File: config.mk
export PLATFORM = sky130hd
export DESIGN_NAME = uart_ext
export DESIGN_NICKNAME = d
export VERILOG_FILES = /design/src/rtl/uart_ext.sv
export SDC_FILE = /design/constraint.sdc
export NUM_CORES = 1
export LEC_CHECK = 0
export CAP_MARGIN = 20
export CORE_MARGIN = 1.5
export CORE_UTILIZATION = 34
export CTS_CLUSTER_DIAMETER = 200
export DETAILED_ROUTE_END_ITERATION = 10
export REMOVE_ABC_BUFFERS = 1
export SYNTH_ARGS = -nofsm -noshare
export SYNTH_HDL_FRONTEND = slang
export SYNTH_SLANG_ARGS = --single-unit
File: constraint.sdc
create_clock -name clk -period 3.34 [get_ports clk]
set_clock_uncertainty 0.15 [all_clocks]
set_input_delay 0.835 -clock clk [delete_from_list [all_inputs] [get_ports clk]]
set_output_delay 0.835 -clock clk [all_outputs]
set_load 0.02 [all_outputs]
File: src/rtl/uart_ext.sv
`timescale 1ns/1ps
// -----------------------------------------------------------------------------
// uart_ext -- UART with runtime baud divisor, selectable parity and stop bits,
// and FIFOs in both directions.
//
// Ports
//   clk          system clock, all state updates on the rising edge
//   reset        asynchronous active-low reset
//   dvsr         oversample tick period minus one, in clk cycles
//   parity_mode  00 none, 01 even, 10 odd, 11 none (latched per frame)
//   stop2        1 = two stop bits, 0 = one (latched per frame)
//   rx           serial receive line, asynchronous to clk
//   rd_uart      pop one word from the RX FIFO
//   wr_uart      push w_data into the TX FIFO
//   w_data       TX write data
//   clr_err      clear the sticky error flags
//   tx           serial transmit line (idle high)
//   r_data       RX FIFO head, first-word-fall-through
//   rx_empty/rx_full/tx_empty/tx_full   FIFO status
//   parity_err/frame_err/overrun        sticky receive error flags
//   o_rx_state/o_tx_state               FSM state, for observation only
//
// Handshake: rd_uart/wr_uart are single-cycle strobes; a strobe is acted on
// at the rising edge where it is high, unless the FIFO rules below ignore it
// (read when empty, write when full without a simultaneous read).
// -----------------------------------------------------------------------------

// Synchronous FIFO with first-word-fall-through read data.
//   i_wr/i_wdata  write strobe and data
//   i_rd          read strobe (pops the head)
//   o_rdata       current head
//   o_empty/o_full status
module uart_ext_fifo #(
    parameter int FIFO_W = 2
) (
    input  logic       clk,
    input  logic       reset,
    input  logic       i_wr,
    input  logic [7:0] i_wdata,
    input  logic       i_rd,
    output logic [7:0] o_rdata,
    output logic       o_empty,
    output logic       o_full
);
    localparam int DEPTH = 1 << FIFO_W;
    localparam logic [FIFO_W:0] DEPTH_C = (FIFO_W + 1)'(DEPTH);

    logic [7:0]        r_mem [DEPTH];
    logic [FIFO_W-1:0] r_wptr;
    logic [FIFO_W-1:0] r_rptr;
    logic [FIFO_W:0]   r_count;
    logic              w_do_wr;
    logic              w_do_rd;

    assign o_empty = (r_count == '0);
    assign o_full  = (r_count == DEPTH_C);

    // A write into a full FIFO is accepted only when a read frees the slot
    // in the same cycle; a read of an empty FIFO is ignored, so rd+wr while
    // empty degenerates to a plain write.
    assign w_do_wr = i_wr && (!o_full || i_rd);
    assign w_do_rd = i_rd && !o_empty;

    assign o_rdata = r_mem[r_rptr];

    always_ff @(posedge clk) begin
        if (w_do_wr) begin
            r_mem[r_wptr] <= i_wdata;
        end
    end

    always_ff @(posedge clk or negedge reset) begin
        if (!reset) begin
            r_wptr  <= '0;
            r_rptr  <= '0;
            r_count <= '0;
        end else begin
            if (w_do_wr) begin
                r_wptr <= r_wptr + 1'b1;
            end
            if (w_do_rd) begin
                r_rptr <= r_rptr + 1'b1;
            end
            case ({w_do_wr, w_do_rd})
                2'b10:   r_count <= r_count + 1'b1;
                2'b01:   r_count <= r_count - 1'b1;
                default: r_count <= r_count;
            endcase
        end
    end
endmodule

module uart_ext #(
    parameter int FIFO_W = 2,
    parameter int DVSR_W = 11
) (
    input  logic              clk,
    input  logic              reset,
    input  logic [DVSR_W-1:0] dvsr,
    input  logic [1:0]        parity_mode,
    input  logic              stop2,
    input  logic              rx,
    input  logic              rd_uart,
    input  logic              wr_uart,
    input  logic [7:0]        w_data,
    input  logic              clr_err,
    output logic              tx,
    output logic [7:0]        r_data,
    output logic              rx_empty,
    output logic              rx_full,
    output logic              tx_empty,
    output logic              tx_full,
    output logic              parity_err,
    output logic              frame_err,
    output logic              overrun,
    output logic [2:0]        o_rx_state,
    output logic [2:0]        o_tx_state
);
    typedef enum logic [2:0] {
        ST_IDLE   = 3'd0,
        ST_START  = 3'd1,
        ST_DATA   = 3'd2,
        ST_PARITY = 3'd3,
        ST_STOP   = 3'd4
    } state_t;

    function automatic logic f_par_en(input logic [1:0] mode);
        return (mode == 2'b01) || (mode == 2'b10);
    endfunction

    // Parity bit that makes the frame even (mode 01) or odd (mode 10).
    function automatic logic f_par_bit(input logic [7:0] d, input logic [1:0] mode);
        return (mode == 2'b10) ? ~(^d) : (^d);
    endfunction

    // ------------------------------------------------------------------
    // Oversample tick: one pulse every dvsr+1 clocks.
    // ------------------------------------------------------------------
    logic [DVSR_W-1:0] r_tick_cnt;
    logic              w_tick;

    assign w_tick = (r_tick_cnt == dvsr);

    always_ff @(posedge clk or negedge reset) begin
        if (!reset) begin
            r_tick_cnt <= '0;
        end else if (r_tick_cnt >= dvsr) begin
            // >= keeps the counter bounded if dvsr is lowered mid-count.
            r_tick_cnt <= '0;
        end else begin
            r_tick_cnt <= r_tick_cnt + 1'b1;
        end
    end

    // ------------------------------------------------------------------
    // RX line synchroniser, idle-high after reset.
    // ------------------------------------------------------------------
    logic r_rx_meta;
    logic r_rx_sync;

    always_ff @(posedge clk or negedge reset) begin
        if (!reset) begin
            r_rx_meta <= 1'b1;
            r_rx_sync <= 1'b1;
        end else begin
            r_rx_meta <= rx;
            r_rx_sync <= r_rx_meta;
        end
    end

    // ------------------------------------------------------------------
    // RX FSM. Samples land mid-bit: 8 ticks into the start bit, then every
    // 16 ticks. Push and error events are registered one-cycle pulses.
    // ------------------------------------------------------------------
    state_t     r_rx_state;
    logic [3:0] r_rx_s;
    logic [2:0] r_rx_n;
    logic [7:0] r_rx_b;
    logic [1:0] r_rx_pmode;
    logic       r_rx_stop2;
    logic       r_rx_push;
    logic       r_rx_perr_evt;
    logic       r_rx_ferr_evt;

    always_ff @(posedge clk or negedge reset) begin
        if (!reset) begin
            r_rx_state    <= ST_IDLE;
            r_rx_s        <= '0;
            r_rx_n        <= '0;
            r_rx_b        <= '0;
            r_rx_pmode    <= '0;
            r_rx_stop2    <= 1'b0;
            r_rx_push     <= 1'b0;
            r_rx_perr_evt <= 1'b0;
            r_rx_ferr_evt <= 1'b0;
        end else begin
            r_rx_push     <= 1'b0;
            r_rx_perr_evt <= 1'b0;
            r_rx_ferr_evt <= 1'b0;
            case (r_rx_state)
                ST_IDLE: begin
                    if (!r_rx_sync) begin
                        r_rx_state <= ST_START;
                        r_rx_s     <= '0;
                        r_rx_pmode <= parity_mode;
                        r_rx_stop2 <= stop2;
                    end
                end
                ST_START: begin
                    if (w_tick) begin
                        if (r_rx_s == 4'd7) begin
                            // Line back high at mid start bit: treat as a glitch.
                            r_rx_s     <= '0;
                            r_rx_n     <= '0;
                            r_rx_state <= r_rx_sync ? ST_IDLE : ST_DATA;
                        end else begin
                            r_rx_s <= r_rx_s + 1'b1;
                        end
                    end
                end
                ST_DATA: begin
                    if (w_tick) begin
                        if (r_rx_s == 4'd15) begin
                            r_rx_s <= '0;
                            r_rx_b <= {r_rx_sync, r_rx_b[7:1]};
                            if (r_rx_n == 3'd7) begin
                                r_rx_n     <= '0;
                                r_rx_state <= f_par_en(r_rx_pmode) ? ST_PARITY : ST_STOP;
                            end else begin
                                r_rx_n <= r_rx_n + 1'b1;
                            end
                        end else begin
                            r_rx_s <= r_rx_s + 1'b1;
                        end
                    end
                end
                ST_PARITY: begin
                    if (w_tick) begin
                        if (r_rx_s == 4'd15) begin
                            r_rx_s <= '0;
                            if (r_rx_sync != f_par_bit(r_rx_b, r_rx_pmode)) begin
                                r_rx_perr_evt <= 1'b1;
                            end
                            r_rx_state <= ST_STOP;
                        end else begin
                            r_rx_s <= r_rx_s + 1'b1;
                        end
                    end
                end
                ST_STOP: begin
                    if (w_tick) begin
                        if (r_rx_s == 4'd15) begin
                            r_rx_s <= '0;
                            if (!r_rx_sync) begin
                                r_rx_ferr_evt <= 1'b1;
                            end
                            if (r_rx_stop2 && (r_rx_n == 3'd0)) begin
                                r_rx_n <= 3'd1;
                            end else begin
                                // Errored words are still delivered.
                                r_rx_push  <= 1'b1;
                                r_rx_state <= ST_IDLE;
                            end
                        end else begin
                            r_rx_s <= r_rx_s + 1'b1;
                        end
                    end
                end
                default: r_rx_state <= ST_IDLE;
            endcase
        end
    end

    assign o_rx_state = r_rx_state;

    // ------------------------------------------------------------------
    // RX FIFO and sticky flags. A push into a full FIFO is lost unless the
    // same cycle also pops, in which case both happen.
    // ------------------------------------------------------------------
    logic w_rx_drop;
    logic r_parity_err;
    logic r_frame_err;
    logic r_overrun;

    uart_ext_fifo #(.FIFO_W(FIFO_W)) u_rx_fifo (
        .clk     (clk),
        .reset   (reset),
        .i_wr    (r_rx_push),
        .i_wdata (r_rx_b),
        .i_rd    (rd_uart),
        .o_rdata (r_data),
        .o_empty (rx_empty),
        .o_full  (rx_full)
    );

    assign w_rx_drop = r_rx_push && rx_full && !rd_uart;

    // Set events take priority over clr_err.
    always_ff @(posedge clk or negedge reset) begin
        if (!reset) begin
            r_parity_err <= 1'b0;
            r_frame_err  <= 1'b0;
            r_overrun    <= 1'b0;
        end else begin
            if (r_rx_perr_evt)  r_parity_err <= 1'b1;
            else if (clr_err)   r_parity_err <= 1'b0;
            if (r_rx_ferr_evt)  r_frame_err  <= 1'b1;
            else if (clr_err)   r_frame_err  <= 1'b0;
            if (w_rx_drop)      r_overrun    <= 1'b1;
            else if (clr_err)   r_overrun    <= 1'b0;
        end
    end

    assign parity_err = r_parity_err;
    assign frame_err  = r_frame_err;
    assign overrun    = r_overrun;

    // ------------------------------------------------------------------
    // TX path. The FIFO is popped when leaving IDLE or at the very end of
    // STOP, so consecutive frames abut with no idle gap.
    // ------------------------------------------------------------------
    state_t     r_tx_state;
    logic [3:0] r_tx_s;
    logic [2:0] r_tx_n;
    logic [7:0] r_tx_b;
    logic       r_tx_pbit;
    logic       r_tx_pen;
    logic       r_tx_stop2;
    logic       r_tx;
    logic [7:0] w_tx_head;
    logic       w_tx_stop_done;
    logic       w_tx_pop;

    uart_ext_fifo #(.FIFO_W(FIFO_W)) u_tx_fifo (
        .clk     (clk),
        .reset   (reset),
        .i_wr    (wr_uart),
        .i_wdata (w_data),
        .i_rd    (w_tx_pop),
        .o_rdata (w_tx_head),
        .o_empty (tx_empty),
        .o_full  (tx_full)
    );

    assign w_tx_stop_done = (r_tx_state == ST_STOP) && w_tick && (r_tx_s == 4'd15) &&
                            !(r_tx_stop2 && (r_tx_n == 3'd0));
    assign w_tx_pop = !tx_empty && ((r_tx_state == ST_IDLE) || w_tx_stop_done);

    always_ff @(posedge clk or negedge reset) begin
        if (!reset) begin
            r_tx_state <= ST_IDLE;
            r_tx_s     <= '0;
            r_tx_n     <= '0;
            r_tx_b     <= '0;
            r_tx_pbit  <= 1'b0;
            r_tx_pen   <= 1'b0;
            r_tx_stop2 <= 1'b0;
            r_tx       <= 1'b1;
        end else begin
            case (r_tx_state)
                ST_IDLE: begin
                    r_tx <= 1'b1;
                end
                ST_START: begin
                    if (w_tick) begin
                        if (r_tx_s == 4'd15) begin
                            r_tx_s     <= '0;
                            r_tx_n     <= '0;
                            r_tx       <= r_tx_b[0];
                            r_tx_state <= ST_DATA;
                        end else begin
                            r_tx_s <= r_tx_s + 1'b1;
                        end
                    end
                end
                ST_DATA: begin
                    if (w_tick) begin
                        if (r_tx_s == 4'd15) begin
                            r_tx_s <= '0;
                            r_tx_b <= {1'b0, r_tx_b[7:1]};
                            if (r_tx_n == 3'd7) begin
                                r_tx_n <= '0;
                                if (r_tx_pen) begin
                                    r_tx       <= r_tx_pbit;
                                    r_tx_state <= ST_PARITY;
                                end else begin
                                    r_tx       <= 1'b1;
                                    r_tx_state <= ST_STOP;
                                end
                            end else begin
                                r_tx_n <= r_tx_n + 1'b1;
                                r_tx   <= r_tx_b[1];
                            end
                        end else begin
                            r_tx_s <= r_tx_s + 1'b1;
                        end
                    end
                end
                ST_PARITY: begin
                    if (w_tick) begin
                        if (r_tx_s == 4'd15) begin
                            r_tx_s     <= '0;
                            r_tx_n     <= '0;
                            r_tx       <= 1'b1;
                            r_tx_state <= ST_STOP;
                        end else begin
                            r_tx_s <= r_tx_s + 1'b1;
                        end
                    end
                end
                ST_STOP: begin
                    if (w_tick) begin
                        if (r_tx_s == 4'd15) begin
                            r_tx_s <= '0;
                            if (r_tx_stop2 && (r_tx_n == 3'd0)) begin
                                r_tx_n <= 3'd1;
                            end else begin
                                r_tx_state <= ST_IDLE;
                            end
                        end else begin
                            r_tx_s <= r_tx_s + 1'b1;
                        end
                    end
                end
                default: begin
                    r_tx_state <= ST_IDLE;
                    r_tx       <= 1'b1;
                end
            endcase

            // Frame load overrides the transitions above (IDLE or STOP end).
            if (w_tx_pop) begin
                r_tx_state <= ST_START;
                r_tx_s     <= '0;
                r_tx_n     <= '0;
                r_tx_b     <= w_tx_head;
                r_tx_pbit  <= f_par_bit(w_tx_head, parity_mode);
                r_tx_pen   <= f_par_en(parity_mode);
                r_tx_stop2 <= stop2;
                r_tx       <= 1'b0;
            end
        end
    end

    assign tx         = r_tx;
    assign o_tx_state = r_tx_state;
endmodule

* Word level (Yosys, flattened, before mapping)
Memories as Yosys holds them, arrays and structs flattened. Index checks and enable logic that the tools add are counted.
Word-level totals: output and inout bits 22, RAM bits 64, flip-flop bits (word level) 76, logic and storage cells 252, memories kept 2, input port bits 28
Memories:
- u_rx_fifo.r_mem | depth 4, bits a word 8, rd ports 1, clocked after memory_dff 0, wr ports 1, line 48 | logic [7:0] r_mem [DEPTH];
- u_tx_fifo.r_mem | depth 4, bits a word 8, rd ports 1, clocked after memory_dff 0, wr ports 1, line 48
Operators by class: equality and inequality tests 53, bitwise gates (word level) 3, multiplexer cells 95, order comparisons 1, reduce and logical (&&, ||, !) cells 56, $add $sub $neg 13
Operator list (number):
- 2-to-1 mux 3 bit | 41
- 2-to-1 mux 4 bit | 9
- 2-to-1 mux 8 bit | 4
- 2-to-1 mux 1 bit | 31
- case mux 3 bit (5 select lines) | 2
- != test 3 x 2 -> 1 bit, second input constant | 9
- != test 2 bit, second input constant | 12
- AND reduction 11 bit | 2
- equality test 3 bit, second input constant | 6
- zero test 3 bit | 6
- case mux 3 bit (3 select lines) | 2
- nonzero test 2 bit | 9
- AND reduction 8 bit | 2
- parity 8 bit | 2
- adder 3 x 1 -> 3 bit, second input constant | 4
- equality test 3 x 2 -> 1 bit, second input constant | 4
- logical AND 1 bit | 12
- != test 3 x 1 -> 1 bit, second input constant | 4
- case mux 3 bit (2 select lines) | 2
- case mux 4 bit (3 select lines) | 1
- adder 11 x 1 -> 11 bit, second input constant | 1
- equality test 11 bit | 1
- greater-or-equal comparator 11 bit | 1
- 2-to-1 mux 11 bit | 1
- other kinds (24) | 53

* Depth between registers and ports, before layout
depth in word-level cells 10, gate-level depth with buffers 15, mapped depth without buffers 14

* Hierarchy
A second synthesis with hierarchy kept.
Second synthesis, totals: cell total of the unflattened synthesis 528, area total of the unflattened synthesis 6780.3 um^2
Modules (own cells, without submodules):
- uart_ext | times used 1, seq. area each 1555.2 um^2, area an instance 3604.7 um^2, cells each 368
- uart_ext_fifo | times used 2, seq. area each 1136.1 um^2, area an instance 1587.8 um^2, cells each 80

* Worst setup path after synthesis
OpenSTA, ideal clock, no wires.
kind input port to flip-flop, start point input port dvsr[10], end point register u_tx_fifo.r_count[2], arrival 3.352 ns, library setup time 0.079 ns, slack -0.242 ns, stages on the path 15, cells stage by stage inv_1 ha_1 nand2_1 nor4_4 nand2_1 a21boi_1 nand2b_1 inv_2 buf_2 ha_1 inv_1 fa_1 xor2_1 nor2_1 xor2_1
Between the ends: elaborated cells between the ends (all ways) 13, those cells by class eq/ne (3); mux (1); reduce/logical (9)
RTL lines:
- start: declaration | line 99 | input logic [DVSR_W-1:0] dvsr,
- equality test 11 bit (*) | line 142 | assign w_tick = (r_tick_cnt == dvsr);
- logical AND 1 bit (*) (3 in series) | line 345 | assign w_tx_stop_done = (r_tx_state == ST_STOP) && w_tick && (r_tx_s == 4'd15) &&
- logical OR 1 bit (*) | line 347 | assign w_tx_pop = !tx_empty && ((r_tx_state == ST_IDLE) || w_tx_stop_done);
- logical AND 1 bit (*) | line 347
- logical AND 1 bit (*) | line 62 | assign w_do_rd = i_rd && !o_empty;
- net u_tx_fifo.w_do_rd | line 53 | logic w_do_rd;
- equality test 2 x 1 -> 1 bit or equality test 2 bit (tied branches) | line 84 | case ({w_do_wr, w_do_rd})
- case mux 3 bit (2 select lines) or nonzero test 2 bit (tied branches)
- end signal: assignment | line 85 | 2'b10: r_count <= r_count + 1'b1;
- end signal: assignment | line 86 | 2'b01: r_count <= r_count - 1'b1;
- end signal: assignment | line 87 | default: r_count <= r_count;
- end: declaration | line 51 | logic [FIFO_W:0] r_count;
Mark *: on every way through the listed nets, which the timed path passes. The rest lies on a longest branch. A chain may end at the register's enable or synchronous reset.

* Worst setup path in the final report
start point input port dvsr[0], end point register u_tx_fifo.r_count[2]
Between the ends: word-level cells in the longest chain between the ends 10, elaborated cells between the ends (all ways) 13, those cells by class eq/ne (3); mux (1); reduce/logical (9)
RTL lines:
- equality test 11 bit (*) | line 142
- logical AND 1 bit (*) (3 in series) | line 345
- logical OR 1 bit (*) | line 347
- logical AND 1 bit (*) | line 347
- logical OR 1 bit | line 61 | assign w_do_wr = i_wr && (!o_full || i_rd);
- logical AND 1 bit | line 61
- equality test 2 x 1 -> 1 bit or equality test 2 bit (tied branches) | line 84
- case mux 3 bit (2 select lines) or nonzero test 2 bit (tied branches)
Mark *: on every way between the ends. The rest lies on a longest branch, timed or not.

==> metrics.cfg <==
[outcome]
outcome=completed

[power]
p_leak_nw=3.65
pwr-share-clk=0.366
combPwrFrac=0.197
sw_frac_of_total=0.288
power_frac_seq=0.437
ir_worst_vdd_uv=336
total_power_w=0.00502
switching_power_w=0.00144
power.density_nw_per_um2=585
intPower_w=0.00357

[layout]
multi_input_area_um2=2850
drive_gt1_frac=0.201
nNetsFinal=686
antenna_cells=0
finalNonFillerCells=902
seq_area_um2=3830
fillerInstances=1787
area_growth_pct=27.4

[sta]
fin_crit_sh=0.951
finalCriticalPeriod_ns=3.18
drv_slew=0
slew_headroom=0.645
setup_violations=0
hold_viol=0
clock.fmax_mhz=315
tightest_slew_ns=0.532

[critical_path]
required_ns=3.53
path_class=input pin to flip-flop
path_cells=clkdlybuf4s50_1, ha_1, nand3_4, nor4_4, nand2_1, a21boi_2, nand2b_1, inv_2, ha_4, inv_2, fa_2, xor2_1, nor2_1, xor2_1
regToRegSetupSlack_ns=0.43
cp-end-kind=flip-flop
worstPathMaxFanout=2
start_kind=input pin
slowest_delay_ns=0.40
r2r_cells=14
worstReg2RegEnd=u_tx_fifo.r_count[2]$_DFFE_PN0P_
reg2reg_from=r_tx_s[0]$_DFFE_PN0P_
crit_buf_inv=3
cpMaxStageDelayCell=clkdlybuf4s50_1
arrival_ns=3.37
critPathTopFamily=adder cells

[clock_network]
cts_tree=yes
clockBufferDepth=2
clock-sinks=140
clockRootBuffer=clkbuf_16
cts_made_buffers=17
ctsHtreeMaxLevel=4
path_clk_slew_ns=0.06
cts_hold_buf=0
clkLatencyLatePin_ns=0.42

[yosys]
synth.mux.area_fraction=0.0938
yosysUniqueCellTypes=52
syn_area_um2=6740
synth_top_area_frac=0.285
synth_xor_area_frac=0.0546
synth_area_per_cell_um2=12.6
synth_top_area_cell=edfxtp_1
ys.flop_type=dfrtp_1
ys_top_cells_by_count=73 x dfrtp_1, 64 x edfxtp_1, 57 x nand2_1, 38 x inv_1, 35 x nor2_1
synthArstFlopShare=0.543
ys_ff_latch=140
synth-simple-area-share=0.111
synthAdderAreaFrac=0.0654
synth_seq_area_share=0.568
synthMostInstantiatedCell=dfrtp_1
synthTopCellsByArea=edfxtp_1 29%, dfrtp_1 27%, ha_1 5.9%
synth_cells=535
synth-edff-count=64
synth_top_family_by_area=simple AND/OR/NAND/NOR gates
synth_compound_area_frac=0.0725
yosysWarnings=0

[placed_design]
routabilityCongestion=0.810
port_buffers=49
hpwl_um=8810
place_inst=864

[run]
maxCapViolations=0

[global_route]
grt-ovfl-total=0
grtUsageTotal=0.133
grt_pass1_vias=4404
grt_max_degree=77
antenna_found_initial=0
grt_pass1_wl_um=21200

[drt]
drtIter0Drc=249
ant_nets=0
via_count=4233
routed_wl_um=12900
firstDrtPassIters=4
wl_per_cell_um=14.3
drcViolationCount=0
viasPerCell=4.69

[floorplanning]
core_area_um2=19500
fp.dieArea_um2=20700
die_y_um=144
die_w_um=144
ios=50
start_util=0.346
rows=51

[min_path]
min_path_type=input pin to async pin

[final cells by class]
| class | count | share of cell area |
|---|---|---|
| clock buffer | 17 | 0.0496 |
| clock inverter | 15 | 0.0178 |
| inverter | 39 | 0.0171 |
| multi-input combinational | 341 | 0.332 |
| sequential | 140 | 0.446 |
| tap | 265 | 0.0386 |
| timing repair buffer | 85 | 0.0992 |
[routing by layer]
layer | part of all wire | global-route usage | wire length, um
met3 | 0.039 | 0.0400 | 499
met4 | 0.012 | 0.0462 | 153
met1 | 0.43 | 0.156 | 5590
met5 | 0 | 0 | 0
met2 | 0.51 | 0.232 | 6630
[power groups by stage]
stage	logic [W]	clock network (W)	registers [W]
after floorplan	0.000586	0	0.00216
after global placement	0.000867	0	0.00220
after detailed placement	0.000912	0	0.00221
after CTS	0.000919	0.00189	0.00218
after global routing	0.00111	0.00197	0.00223
final	0.000990	0.00184	0.00219
[state kept, by name, indices dropped and copies added, names as in the netlist, 2 cells and up]
signal and count:
u_rx_fifo.r_mem 32, u_tx_fifo.r_mem 32, r_tick_cnt 11, r_rx_b 8
r_tx_b 8, r_rx_s 4, r_tx_s 4, o_rx_state 3
o_tx_state 3, r_rx_n 3, r_tx_n 3, u_rx_fifo.r_count 3
u_tx_fifo.r_count 3, r_rx_pmode 2, u_rx_fifo.r_rptr 2, u_rx_fifo.r_wptr 2
u_tx_fifo.r_rptr 2, u_tx_fifo.r_wptr 2
[through the flow]
step | area [um2] | setup TNS [ns] | hold WS [ns] | setup slack [ns] | util
5_1_grt | 8580 | -0.00107 | 0.217 | -0.00107 | 0.441
6_report | 8580 | 0 | 0.207 | 0.162 | 0.441
3_5_place_dp | 7760 | -13.60 | 0.201 | -0.495 | 0.399
2_1_floorplan | 6650 | -0.388 | 0.195 | -0.278 | -
4_1_cts | 8360 | 0 | 0.212 | 0.0288 | 0.429
3_3_place_gp | 7760 | -11.45 | 0.200 | -0.406 | 0.399
[worst register-to-register path, delay by kind of cell, from the launching register on]
kind	cells	cell delay (ns)
fa+ha+maj	3	0.74
simple gates	3	0.49
flops	1	0.43
compound gates	3	0.41
xor+xnor	2	0.34
buf+inv	3	0.29
[timing repair]
action	in CTS	in global routing
pin swaps	5	16
buffers inserted	1	3
resized for setup	4	34
setup endpoints to repair	1	8
[cells by family after synthesis]
kind of cell,Yosys count
simple gates,151
flops,140
compound gates,75
buf+inv,54
xor+xnor,42
mux,39
fa+ha+maj,34
[layout by cell type, fill, tap and decap left out, drive strengths merged, types with 5 or more instances in the layout]
master,synthesis,final
xnor2,31,31
dfrtp,73,73
mux2i,11,11
nand3,11,11
ha,32,32
a21o,6,6
buf,7,37
mux4,16,16
clkdlybuf4s50,0,40
mux2,12,12
inv,39,47
nor3,6,6
a21oi,17,17
clkinv,0,6
dlymetal6s2s,0,8
xor2,11,11
edfxtp,64,64
o21ai,24,24
a211oi,7,7
nor2b,6,6
nand2,57,57
nand2b,5,5
and2,10,10
nor2,36,36
clkbuf,8,17
[worst max-delay path by stage]
stage,start,to,slack (ns),depth (start not counted)
floorplan,dvsr[10],u_tx_fifo.r_count[2]$_DFFE_PN0P_,-0.28,14
global placement,dvsr[6],u_tx_fifo.r_count[2]$_DFFE_PN0P_,-0.41,15
detailed placement,dvsr[4],u_tx_fifo.r_count[2]$_DFFE_PN0P_,-0.50,15
CTS,dvsr[10],u_tx_fifo.r_count[2]$_DFFE_PN0P_,0.03,16
global route,dvsr[0],u_tx_fifo.r_count[2]$_DFFE_PN0P_,-0.001,14
finish,dvsr[0],u_tx_fifo.r_count[2]$_DFFE_PN0P_,0.16,14
Power figures use the tool's default switching activity.
